### src/rtl/requant_ctrl.sv
// requant_ctrl
//   Frame-based requantization controller. On an accepted start it latches a
//   right-shift amount and a frame length, then streams Len unsigned
//   accumulator values through a one-stage output register. Each value is
//   shifted right and narrowed to the activation width. The controller uses
//   a valid/ready handshake on both sides and pulses Done_Out for one cycle
//   at the end of every frame.
//
//   Build option: define REQUANT_CTRL_SAT_EN to saturate values that do not
//   fit in DATAOUT_WIDTH bits to all-ones. Without it, the low bits are kept.
//
//   Ports
//     RequantCtrl_CLOCK_50      clock, rising edge
//     RequantCtrl_RESET_InHigh  asynchronous active-high reset
//     RequantCtrl_Start_In      frame start (honoured only in IDLE)
//     RequantCtrl_Shift_InBUS   right-shift amount, latched on start
//     RequantCtrl_Len_InBUS     elements per frame, latched on start
//     RequantCtrl_InBUS         unsigned accumulator data
//     RequantCtrl_InValid       input data valid
//     RequantCtrl_InReady       controller accepts input
//     RequantCtrl_OutBUS        requantized activation
//     RequantCtrl_OutValid      output data valid
//     RequantCtrl_OutReady      downstream accepts output
//     RequantCtrl_Busy_Out      high while not IDLE
//     RequantCtrl_Done_Out      one-cycle end-of-frame pulse
module requant_ctrl #(
    parameter int DATAIN_WIDTH  = 14,
    parameter int DATAOUT_WIDTH = 8,
    parameter int LEN_WIDTH     = 10
) (
    input  logic                     RequantCtrl_CLOCK_50,
    input  logic                     RequantCtrl_RESET_InHigh,
    input  logic                     RequantCtrl_Start_In,
    input  logic [2:0]               RequantCtrl_Shift_InBUS,
    input  logic [LEN_WIDTH-1:0]     RequantCtrl_Len_InBUS,
    input  logic [DATAIN_WIDTH-1:0]  RequantCtrl_InBUS,
    input  logic                     RequantCtrl_InValid,
    output logic                     RequantCtrl_InReady,
    output logic [DATAOUT_WIDTH-1:0] RequantCtrl_OutBUS,
    output logic                     RequantCtrl_OutValid,
    input  logic                     RequantCtrl_OutReady,
    output logic                     RequantCtrl_Busy_Out,
    output logic                     RequantCtrl_Done_Out
);

    // Largest shift that can still use every output bit.
    localparam logic [2:0] MAX_SHIFT = 3'(DATAIN_WIDTH - DATAOUT_WIDTH);

    typedef enum logic [1:0] {
        IDLE = 2'd0,
        RUN  = 2'd1,
        DONE = 2'd2
    } state_t;

    state_t                   state;
    state_t                   next_state;
    logic [2:0]               shift_q;
    logic [LEN_WIDTH-1:0]     len_q;
    logic [LEN_WIDTH-1:0]     count;
    logic [DATAOUT_WIDTH-1:0] out_bus;
    logic                     out_valid;
    logic                     in_ready;
    logic                     start_accept;
    logic                     in_xfer;
    logic [DATAOUT_WIDTH-1:0] result;

    assign start_accept = (state == IDLE) && RequantCtrl_Start_In;
    assign in_xfer      = RequantCtrl_InValid && in_ready;

`ifdef REQUANT_CTRL_SAT_EN
    logic [DATAIN_WIDTH-1:0] shifted;
    assign shifted = RequantCtrl_InBUS >> shift_q;
    assign result  = (|shifted[DATAIN_WIDTH-1:DATAOUT_WIDTH]) ? '1
                                                              : shifted[DATAOUT_WIDTH-1:0];
`else
    assign result  = DATAOUT_WIDTH'(RequantCtrl_InBUS >> shift_q);
`endif

    // State register
    always_ff @(posedge RequantCtrl_CLOCK_50 or posedge RequantCtrl_RESET_InHigh) begin
        if (RequantCtrl_RESET_InHigh) begin
            state <= IDLE;
        end else begin
            state <= next_state;
        end
    end

    // Next state and state-derived outputs
    always_comb begin
        next_state           = state;
        in_ready             = 1'b0;
        RequantCtrl_Busy_Out = 1'b1;
        RequantCtrl_Done_Out = 1'b0;
        case (state)
            IDLE: begin
                RequantCtrl_Busy_Out = 1'b0;
                if (RequantCtrl_Start_In) begin
                    next_state = (RequantCtrl_Len_InBUS == '0) ? DONE : RUN;
                end
            end
            RUN: begin
                in_ready = (count < len_q) && (!out_valid || RequantCtrl_OutReady);
                // Leave only once the last result has left the output register.
                if ((count == len_q) && (!out_valid || RequantCtrl_OutReady)) begin
                    next_state = DONE;
                end
            end
            DONE: begin
                RequantCtrl_Done_Out = 1'b1;
                next_state           = IDLE;
            end
            default: begin
                next_state = IDLE;
            end
        endcase
    end

    // Frame parameters and element counter
    always_ff @(posedge RequantCtrl_CLOCK_50 or posedge RequantCtrl_RESET_InHigh) begin
        if (RequantCtrl_RESET_InHigh) begin
            shift_q <= '0;
            len_q   <= '0;
            count   <= '0;
        end else if (start_accept) begin
            shift_q <= (RequantCtrl_Shift_InBUS > MAX_SHIFT) ? MAX_SHIFT
                                                             : RequantCtrl_Shift_InBUS;
            len_q   <= RequantCtrl_Len_InBUS;
            count   <= '0;
        end else if (in_xfer) begin
            count   <= count + LEN_WIDTH'(1);
        end
    end

    // Output register: loads on an input transfer, holds under backpressure
    always_ff @(posedge RequantCtrl_CLOCK_50 or posedge RequantCtrl_RESET_InHigh) begin
        if (RequantCtrl_RESET_InHigh) begin
            out_bus   <= '0;
            out_valid <= 1'b0;
        end else if (in_xfer) begin
            out_bus   <= result;
            out_valid <= 1'b1;
        end else if (out_valid && RequantCtrl_OutReady) begin
            out_valid <= 1'b0;
        end
    end

    assign RequantCtrl_InReady  = in_ready;
    assign RequantCtrl_OutBUS   = out_bus;
    assign RequantCtrl_OutValid = out_valid;

endmodule

### config.mk
export PLATFORM = sky130hd
export DESIGN_NAME = requant_ctrl
export DESIGN_NICKNAME = d
export VERILOG_FILES = /design/src/rtl/requant_ctrl.sv
export SDC_FILE = /design/constraint.sdc
export NUM_CORES = 1
export LEC_CHECK = 0
export CAP_MARGIN = 20
export CORE_MARGIN = 2
export CORE_UTILIZATION = 23
export DETAILED_ROUTE_END_ITERATION = 8
export DONT_BUFFER_PORTS = 1
export MAX_ROUTING_LAYER = met4
export PLACE_DENSITY_LB_ADDON = 0.08
export SETUP_SLACK_MARGIN = 0.15
export SLEW_MARGIN = 10
export SYNTH_ARGS = -nofsm -noshare
export SYNTH_HDL_FRONTEND = slang
export SYNTH_SLANG_ARGS = --single-unit
### constraint.sdc
create_clock -name RequantCtrl_CLOCK_50 -period 6.2 [get_ports RequantCtrl_CLOCK_50]
set_input_delay 1.24 -clock RequantCtrl_CLOCK_50 [delete_from_list [all_inputs] [get_ports RequantCtrl_CLOCK_50]]
set_output_delay 1.24 -clock RequantCtrl_CLOCK_50 [all_outputs]
set_load 0.03 [all_outputs]
==> impl_metrics.tcl, run 1 <==
set metrics [dict create \
    run_status "complete, no violations" \
    timing_worst_setup_path_type "input pin to primary output" \
    min_delay_path_depth 2 \
    yosysTopAreaCell "dfrtp_1" \
    critical_path.reg2reg.startpoint "count[3]$_DFFE_PP0P_" \
    drtAntennaViolNets 0 \
    worst_hold_startpoint "len_q[0]$_DFFE_PP0P_" \
    synth_top_flop_cell "dfrtp_1" \
    floorplan.initialDensity_pct 24.0 \
    min-delay-path-class "register to register" \
    finish.instance_area_um2 2340 \
    antenna_cells_inserted 0 \
    static-leakage-power_nw 1.08 \
    reg2reg_to "RequantCtrl_OutBUS[1]$_DFFE_PP0P_" \
    worst_r2r_path_depth 7 \
    num_rows 34 \
    post_cts.repair.setup_buffers 0 \
    antenna_violations_before_repair 0 \
    finalSetupViolCount 0 \
    numClockSinks 34 \
    path_max_fanout 18 \
    cts_tree "built" \
    routabilityCongestion 0.703 \
    netlist_top_cells_area "dfrtp_1 40%, mux2i_1 8.5%, nand2_1 8.2%" \
    clockBufferDepth 2 \
    place_hpwl_um 4020 \
    post_cts_resized 0 \
    ctsRootBufferMaster "clkbuf_8" \
    fmax_mhz 288 \
    filler_cell_count 954 \
    coreArea_um2 8810 \
    drive_above_1_share_pct 10.7 \
    placement.cell_area_um2 2210 \
    num_vias 1588 \
    htree_levels 2 \
    port_buffers 0 \
    synth-async-reset-ratio_pct 100 \
    reported_max_cap_violation_count 0 \
    timing.final.max_slew_violations 0 \
    cts.hold.buffers_added 0 \
    floorplan.die.height_um 99.8 \
    powerDensity_nw_per_um2 476 \
    timing_worst_slew_pin_value_ps 895 \
    io-pin-count 44 \
    syn_area_um2 2110 \
    finalSetupTns_ps 0 \
    final_net_count 275 \
    postSynthAreaPerCell_um2 8.98 \
    synthMostInstantiatedCell "nand2_1" \
    first_global_vias 1675 \
    ys_seq_area_share_pct 40.3 \
    finalHoldViolCount 0 \
    route.detailed.vias_per_inst 4.66 \
    grt_start_max_net_pins 35 \
    yosysUniqueCellTypes 32 \
    routed_wire_length_per_instance_um 16.0 \
    synth_commonest_cells "46 x nand2_1, 34 x dfrtp_1, 18 x mux2i_1, 18 x o21ai_0" \
    fin_crit_ps 3470 \
    setup.worst_path.end_class "primary output" \
    critical_path_required_ps 4960 \
    clock_latency_ps 290 \
    drc_violations_left 0 \
    detailedRoute.firstPassIterationCount 4 \
    routed_wl_um 5440 \
    detailedRoute.firstIterationViolations 62 \
    final.period_utilization_pct 56.0 \
    globalRoute.totalOverflow 0 \
    design.die.area_um2 9950 \
    synth_seq_cells 34 \
    cts_inserted_buffers 5 \
    timing.slew.headroom_pct 40.3 \
    rrSetupSlack_ps 3840 \
    hold-path-endpoint "len_q[0]$_DFFE_PP0P_" \
    share_of_yosys_cell_area_claimed_by_the_top_area_cell_type_pct 40.3 \
    cts.clk_slew.worst_paths_ps 80 \
    wire_length_of_the_first_global_routing_pass_um 8980 \
    timing.critical_path.arrival_ps 2230 \
    grt_use_total_pct 12.1 \
    grt_setup_unrepaired "no" \
    gate_count_after_technology_mapping 235 \
    synth_warn 0 \
    syn-num-nets 278 \
    area_delta_synth_final_pct 11.1 \
    number_of_enable_type_register_cells_in_the_synthesized_netlist 0 \
    finClkSkew_ps 7.71 \
    dieWidth_um 99.8 \
    setup.worst_path.start_class "input pin" \
    irDropWorstVdd_uv 200 \
]
## how the worst max path moves through the flow
stage	start	to	slack (ps)	cells past startpoint
2_1_floorplan	RequantCtrl_OutReady	RequantCtrl_InReady	2650	4
3_3_place_gp	RequantCtrl_OutReady	RequantCtrl_InReady	2720	4
3_5_place_dp	RequantCtrl_OutReady	RequantCtrl_InReady	2700	4
4_1_cts	RequantCtrl_OutReady	RequantCtrl_InReady	2700	4
5_1_grt	RequantCtrl_OutReady	RequantCtrl_InReady	2620	4
6_report	RequantCtrl_OutReady	RequantCtrl_InReady	2730	4
## area by class of cell
type / instances / area (µm²) / share of cell area, %
clock buffers: 5 / 68.8 / 2.94
clock inverters: 3 / 68.8 / 2.94
inverters: 14 / 52.6 / 2.24
multi-input cells: 175 / 1150 / 49.2
flip-flops and latches: 34 / 851 / 36.3
well taps: 108 / 135 / 5.77
repair buffers: 2 / 15.0 / 0.641
## per-layer routing
metal / wire length [µm] / part of all wire [%] / vias up / global-route usage, %
met4: 66 / 1.2 / 0 / 3.79
met5: 0 / 0 / - / -
met2: 2440 / 45 / 23 / 18.2
met3: 218 / 4.0 / 8 / 2.92
met1: 2720 / 50 / 748 / 16.1
li1: - / - / 809 / -
## where the power goes
part / internal, mW / total [mW] / switching (mW)
sequential: 0.308 / 0.467 / 0.160
combinational: 0.181 / 0.395 / 0.214
clock: 0.161 / 0.253 / 0.0917
total: 0.649 / 1.11 / 0.465
## cells by family (layout without fill, tap and decap cells)
kind of cell    after synthesis  in the layout  synth area share, %
simple gates                 90             90                 19.6
compound gates               45             45                 13.5
flops                        34             34                 40.3
mux                          29             29                 14.9
buf+inv                      26             24                 5.04
fa+ha+maj                    11             11                 6.52
## registers in the layout, summed over array words and instances, names as in the netlist
register / cells
RequantCtrl_OutValid: 1
state: 2
RequantCtrl_OutBUS: 8
count: 10
shift_q: 3
len_q: 10
## cell usage in the layout (no fill, tap or decap), drive strengths merged, types with 5 or more instances in the layout
master and n:
inv 14, nand3 8, a31oi 7, mux2 10
ha 11, a21oi 12, nand2 47, o21ai 18
mux2i 18, clkbuf 5, dfrtp 34, nor2 14
and3 6
## stage by stage
| stage | instances | setup WS [ps] | utilization (%) | hold WS [ps] | power [mW] |
|---|---|---|---|---|---|
| global route | 341 | 2620 | 26.6 | 544 | 1.22 |
| global placement | 333 | 2720 | 25.0 | 482 | 0.874 |
| CTS | 341 | 2700 | 26.6 | 495 | 1.14 |
| finish | 341 | 2730 | 26.6 | 491 | 1.11 |
| floorplan | 235 | 2650 | - | 452 | 0.778 |
| detailed placement | 333 | 2700 | 25.0 | 472 | 0.874 |
## critical path, cell delays in order
cell and delay [ps]:
nand2b_1 150, nand4b_1 160, a2111oi_4 330, buf_4 340
Power figures use the tool's default switching activity.
==> run 2: changes to the inputs <==
==> constraint.sdc (replaced) <==
create_clock -name RequantCtrl_CLOCK_50 -period 3.53 [get_ports RequantCtrl_CLOCK_50]
set_input_delay 0.706 -clock RequantCtrl_CLOCK_50 [delete_from_list [all_inputs] [get_ports RequantCtrl_CLOCK_50]]
set_output_delay 0.706 -clock RequantCtrl_CLOCK_50 [all_outputs]
set_load 0.03 [all_outputs]
==> impl_metrics.tcl, run 2 (same netlist as run 1, synthesis figures left out) <==
set metrics [dict create \
    run_status "complete, no violations" \
    routabilityCongestion 0.697 \
    detailedRoute.firstIterationViolations 65 \
    irDropWorstVdd_uv 264 \
    routed_wire_length_per_instance_um 16.1 \
    powerDensity_nw_per_um2 831 \
    fin_crit_ps 2860 \
    num_rows 34 \
    power.total_mw 1.95 \
    finalSetupViolCount 0 \
    floorplan.die.height_um 99.8 \
    multi_input_area_um2 1150 \
    finalHoldViolCount 0 \
    dieWidth_um 99.8 \
    crit_path_end "RequantCtrl_InReady" \
    setup.worst_path.start_class "register" \
    most_common_library_cell_in_the_layout_ignoring_fill_and_taps "nand2_1" \
    drtAntennaViolNets 0 \
    num_vias 1586 \
    finish.instance_area_um2 2350 \
    post_cts.repair.setup_buffers 0 \
    io-pin-count 44 \
    storage_cell_area_um2 851 \
    detailedRoute.firstPassIterationCount 4 \
    postLayoutCoreUtil_pct 26.7 \
    grt_start_max_net_pins 35 \
    clock_latency_ps 290 \
    coreArea_um2 8810 \
    ctsRootBufferMaster "clkbuf_8" \
    antenna_cells_inserted 0 \
    wire_length_of_the_first_global_routing_pass_um 9090 \
    drive_above_1_share_pct 11.1 \
    path_max_fanout 6 \
    numClockSinks 34 \
    placement.cell_area_um2 2210 \
    critical_path_required_ps 2820 \
    grt_use_total_pct 12.0 \
    first_global_vias 1687 \
    post_cts_resized 0 \
    final.period_utilization_pct 80.9 \
    finClkSkew_ps 8.05 \
    reported_max_cap_violation_count 0 \
    worst_r2r_path_depth 7 \
    crit_start "count[3]$_DFFE_PP0P_" \
    place_hpwl_um 4130 \
    static-leakage-power_nw 1.08 \
    fin_worst_hold_slack_ps 413 \
    critical_path.reg2reg.startpoint "count[3]$_DFFE_PP0P_" \
    htree_levels 2 \
    grt_setup_unrepaired "no" \
    timing_worst_slew_pin_value_ps 854 \
    cts.hold.buffers_added 0 \
    finalSetupTns_ps 0 \
    globalRoute.totalOverflow 0 \
    drc_violations_left 0 \
    final_net_count 276 \
    rrSetupSlack_ps 910 \
    port_buffers 0 \
    timing.final.max_slew_violations 0 \
    antenna_violations_before_repair 0 \
    reg2reg_to "count[5]$_DFFE_PP0P_" \
    route.detailed.vias_per_inst 4.64 \
    cts_inserted_buffers 5 \
    mostFrequentLayoutCells "46 x nand2_1, 34 x dfrtp_1, 18 x o21ai_0, 18 x mux2i_1" \
    setup.worst_path.end_class "primary output" \
    filler_cell_count 941 \
    area_delta_synth_final_pct 11.4 \
    fmax_mhz 350 \
    clockBufferDepth 2 \
    design.die.area_um2 9950 \
    timing_worst_setup_path_type "register to primary output" \
    min-delay-path-class "input pin to asynchronous set/reset pin" \
    floorplan.initialDensity_pct 24.0 \
    timing.slew.headroom_pct 43.1 \
    routed_wl_um 5510 \
    cts.clk_slew.worst_paths_ps 80 \
    timing.critical_path.arrival_ps 2150 \
    cts_tree "built" \
]
[run 2: area by class of cell]
class | instances | area share (%)
clock buffer | 5 | 2.93
clock inverter | 3 | 2.93
inverter | 14 | 2.24
multi-input combinational | 175 | 49.0
sequential | 34 | 36.2
tap | 108 | 5.75
timing repair buffer | 3 | 0.958
[run 2: critical path, cell delays in order (launching register included)]
cell and delay [ps]:
dfrtp_1 440, ha_1 310, a21oi_1 120, o21ai_0 150, a2111oi_4 850
[run 2: routing by layer]
metal | vias up | GRT usage (%) | share of wire, %
met5 | - | - | 0
met4 | 0 | 2.85 | 0.98
met3 | 7 | 3.06 | 5.1
met2 | 32 | 17.9 | 44
met1 | 731 | 16.5 | 50
li1 | 816 | - | -
[run 2: how the worst min path moves through the flow]
stage | start | to | slack (ps) | depth (start not counted)
2_1_floorplan | len_q[0]$_DFFE_PP0P_ | len_q[0]$_DFFE_PP0P_ | 450 | 2
3_3_place_gp | len_q[0]$_DFFE_PP0P_ | len_q[0]$_DFFE_PP0P_ | 480 | 2
3_5_place_dp | len_q[0]$_DFFE_PP0P_ | len_q[0]$_DFFE_PP0P_ | 480 | 2
4_1_cts | RequantCtrl_RESET_InHigh | RequantCtrl_OutBUS[7]$_DFFE_PP0P_ | 420 | 2
5_1_grt | RequantCtrl_RESET_InHigh | RequantCtrl_OutBUS[7]$_DFFE_PP0P_ | 450 | 2
6_report | RequantCtrl_RESET_InHigh | RequantCtrl_OutBUS[7]$_DFFE_PP0P_ | 410 | 2
[run 2: stage by stage]
stage          setup WS, ps  cells
6_report                673    342
5_1_grt                 499    342
4_1_cts                 637    342
3_5_place_dp            892    334
3_3_place_gp            912    334
2_1_floorplan          1040    235
[run 2: power by group]
group	internal (mW)	switching, mW
Clock	0.283	0.153
Combinational	0.320	0.378
Sequential	0.540	0.280
Total	1.14	0.811
==> run 3: changes to the inputs <==
==> constraint.sdc (replaced) <==
create_clock -name RequantCtrl_CLOCK_50 -period 2.7 [get_ports RequantCtrl_CLOCK_50]
set_input_delay 0.54 -clock RequantCtrl_CLOCK_50 [delete_from_list [all_inputs] [get_ports RequantCtrl_CLOCK_50]]
set_output_delay 0.54 -clock RequantCtrl_CLOCK_50 [all_outputs]
set_load 0.03 [all_outputs]
==> impl_metrics.tcl, run 3 (same netlist as run 1, synthesis figures left out) <==
set metrics [dict create \
    filler_cell_count 960 \
    min-delay-path-class "input pin to asynchronous set/reset pin" \
    routed_wl_um 5470 \
    grt_start_max_net_pins 35 \
    htree_levels 2 \
    most_common_library_cell_in_the_layout_ignoring_fill_and_taps "nand2_1" \
    drtAntennaViolNets 0 \
    port_buffers 0 \
    routabilityCongestion 0.708 \
    antenna_violations_before_repair 0 \
    fmax_mhz 417 \
    cts.clk_slew.worst_paths_ps 80 \
    first_global_vias 1674 \
    setup.worst_path.end_class "primary output" \
    place_hpwl_um 4190 \
    timing.critical_path.arrival_ps 1860 \
    static-leakage-power_nw 1.10 \
    route.detailed.vias_per_inst 4.64 \
    num_rows 34 \
    routed_wire_length_per_instance_um 15.7 \
    timing.slew.headroom_pct 60.4 \
    io-pin-count 44 \
    grt_setup_unrepaired "no" \
    timing_worst_slew_pin_value_ps 593 \
    floorplan.initialDensity_pct 24.0 \
    powerDensity_nw_per_um2 1030 \
    drc_violations_left 0 \
    cts_inserted_buffers 5 \
    finalSetupTns_ps 0 \
    dpl.cell_count 339 \
    reported_max_cap_violation_count 0 \
    coreArea_um2 8810 \
    grt_use_total_pct 11.9 \
    detailedRoute.firstPassIterationCount 4 \
    final.period_utilization_pct 88.8 \
    cts.hold.buffers_added 0 \
    final_net_count 283 \
    timing.final.max_slew_violations 0 \
    placement.cell_area_um2 2250 \
    fin_crit_ps 2400 \
    detailedRoute.firstIterationViolations 46 \
    antenna_cells_inserted 0 \
    run_status "complete, no violations" \
    finalSetupViolCount 0 \
    fin_worst_hold_slack_ps 245 \
    wire_length_of_the_first_global_routing_pass_um 8980 \
    numClockSinks 34 \
    cts_tree "built" \
    finClkSkew_ps 12.2 \
    dieWidth_um 99.8 \
    critical_path.reg2reg.startpoint "count[7]$_DFFE_PP0P_" \
    globalRoute.totalOverflow 0 \
    mostFrequentLayoutCells "46 x nand2_1, 34 x dfrtp_1, 18 x mux2i_1" \
    clockBufferDepth 2 \
    irDropWorstVdd_uv 391 \
    ctsRootBufferMaster "clkbuf_8" \
    path_max_fanout 5 \
    clock_latency_ps 290 \
    drive_above_1_share_pct 14.5 \
    critical_path_required_ps 2160 \
    floorplan.die.height_um 99.8 \
    finalHoldViolCount 0 \
    setup.worst_path.start_class "register" \
    finish.cell_count_without_fillers 349 \
    design.die.area_um2 9950 \
    crit_start "count[7]$_DFFE_PP0P_" \
    finish.instance_area_um2 2380 \
    timing_worst_setup_path_type "register to primary output" \
    area_delta_synth_final_pct 12.8 \
    num_vias 1619 \
    rrSetupSlack_ps 530 \
]
==> run 3: cell types whose count changed in the layout (fill, tap and decap cells not counted), sizes merged <==
cell,before,now
bufinv,2,0
clkbuf,5,6
buf,3,10
clkinvlp,0,1
==> run 3: worst paths after layout <==
| path | cells after the start | end |
|---|---|---|
| worst max-delay path | 5 | RequantCtrl_InReady |
| worst min-delay path | 2 | len_q[1]$_DFFE_PP0P_ |
| worst max register to register | 8 | count[7]$_DFFE_PP0P_ |
| worst min register to register | 2 | len_q[0]$_DFFE_PP0P_ |
| max in group asynchronous | 2 | count[3]$_DFFE_PP0P_ |
| min in group RequantCtrl_CLOCK_50 | 1 | RequantCtrl_OutBUS[5]$_DFFE_PP0P_ |
==> run 3: area by class of cell <==
cell class | instances | area, µm² | area share [%]
sequential | 34 | 851 | 35.8
multi-input combinational | 175 | 1170 | 49.2
inverter | 14 | 52.6 | 2.21
tap | 108 | 135 | 5.68
timing repair buffer | 10 | 75.1 | 3.16
clock inverter | 2 | 12.5 | 0.526
clock buffer | 6 | 82.6 | 3.47
==> run 3: worst max-delay path: stages (launching register included) <==
cell	delay, ps
dfrtp_1	440
ha_1	330
a21oi_1	140
nor2_1	80
a2111oi_4	360
buf_4	220
==> run 3: stage by stage <==
step | setup slack (ps) | total power, mW | utilization, %
4_1_cts | 191 | 2.48 | 26.7
3_3_place_gp | 319 | 2.05 | 25.6
3_5_place_dp | 305 | 2.05 | 25.6
2_1_floorplan | 373 | 1.79 | -
5_1_grt | 153 | 2.69 | 27.0
6_report | 303 | 2.45 | 27.0
==> run 3: metal layers <==
layer / global-route usage [%] / vias to the layer above / share of wire, %
met5: - / - / 0
met4: 3.16 / 0 / 0.97
met3: 2.92 / 7 / 3.8
met2: 17.4 / 32 / 44
met1: 16.6 / 755 / 51
li1: - / 825 / -
==> run 3: report_power, final <==
part | internal (mW) | switching, mW
Combinational | 0.465 | 0.575
Clock | 0.205 | 0.198
Sequential | 0.707 | 0.301
Total | 1.38 | 1.07
==> run 3: repair_timing <==
item | CTS | global route
resized for setup | 0 | 3
hold endpoints to repair | 0 | 0
pin swaps | 1 | 1
buffers inserted | 1 | 1
cloned | 0 | 0
setup endpoints to repair | 1 | 1
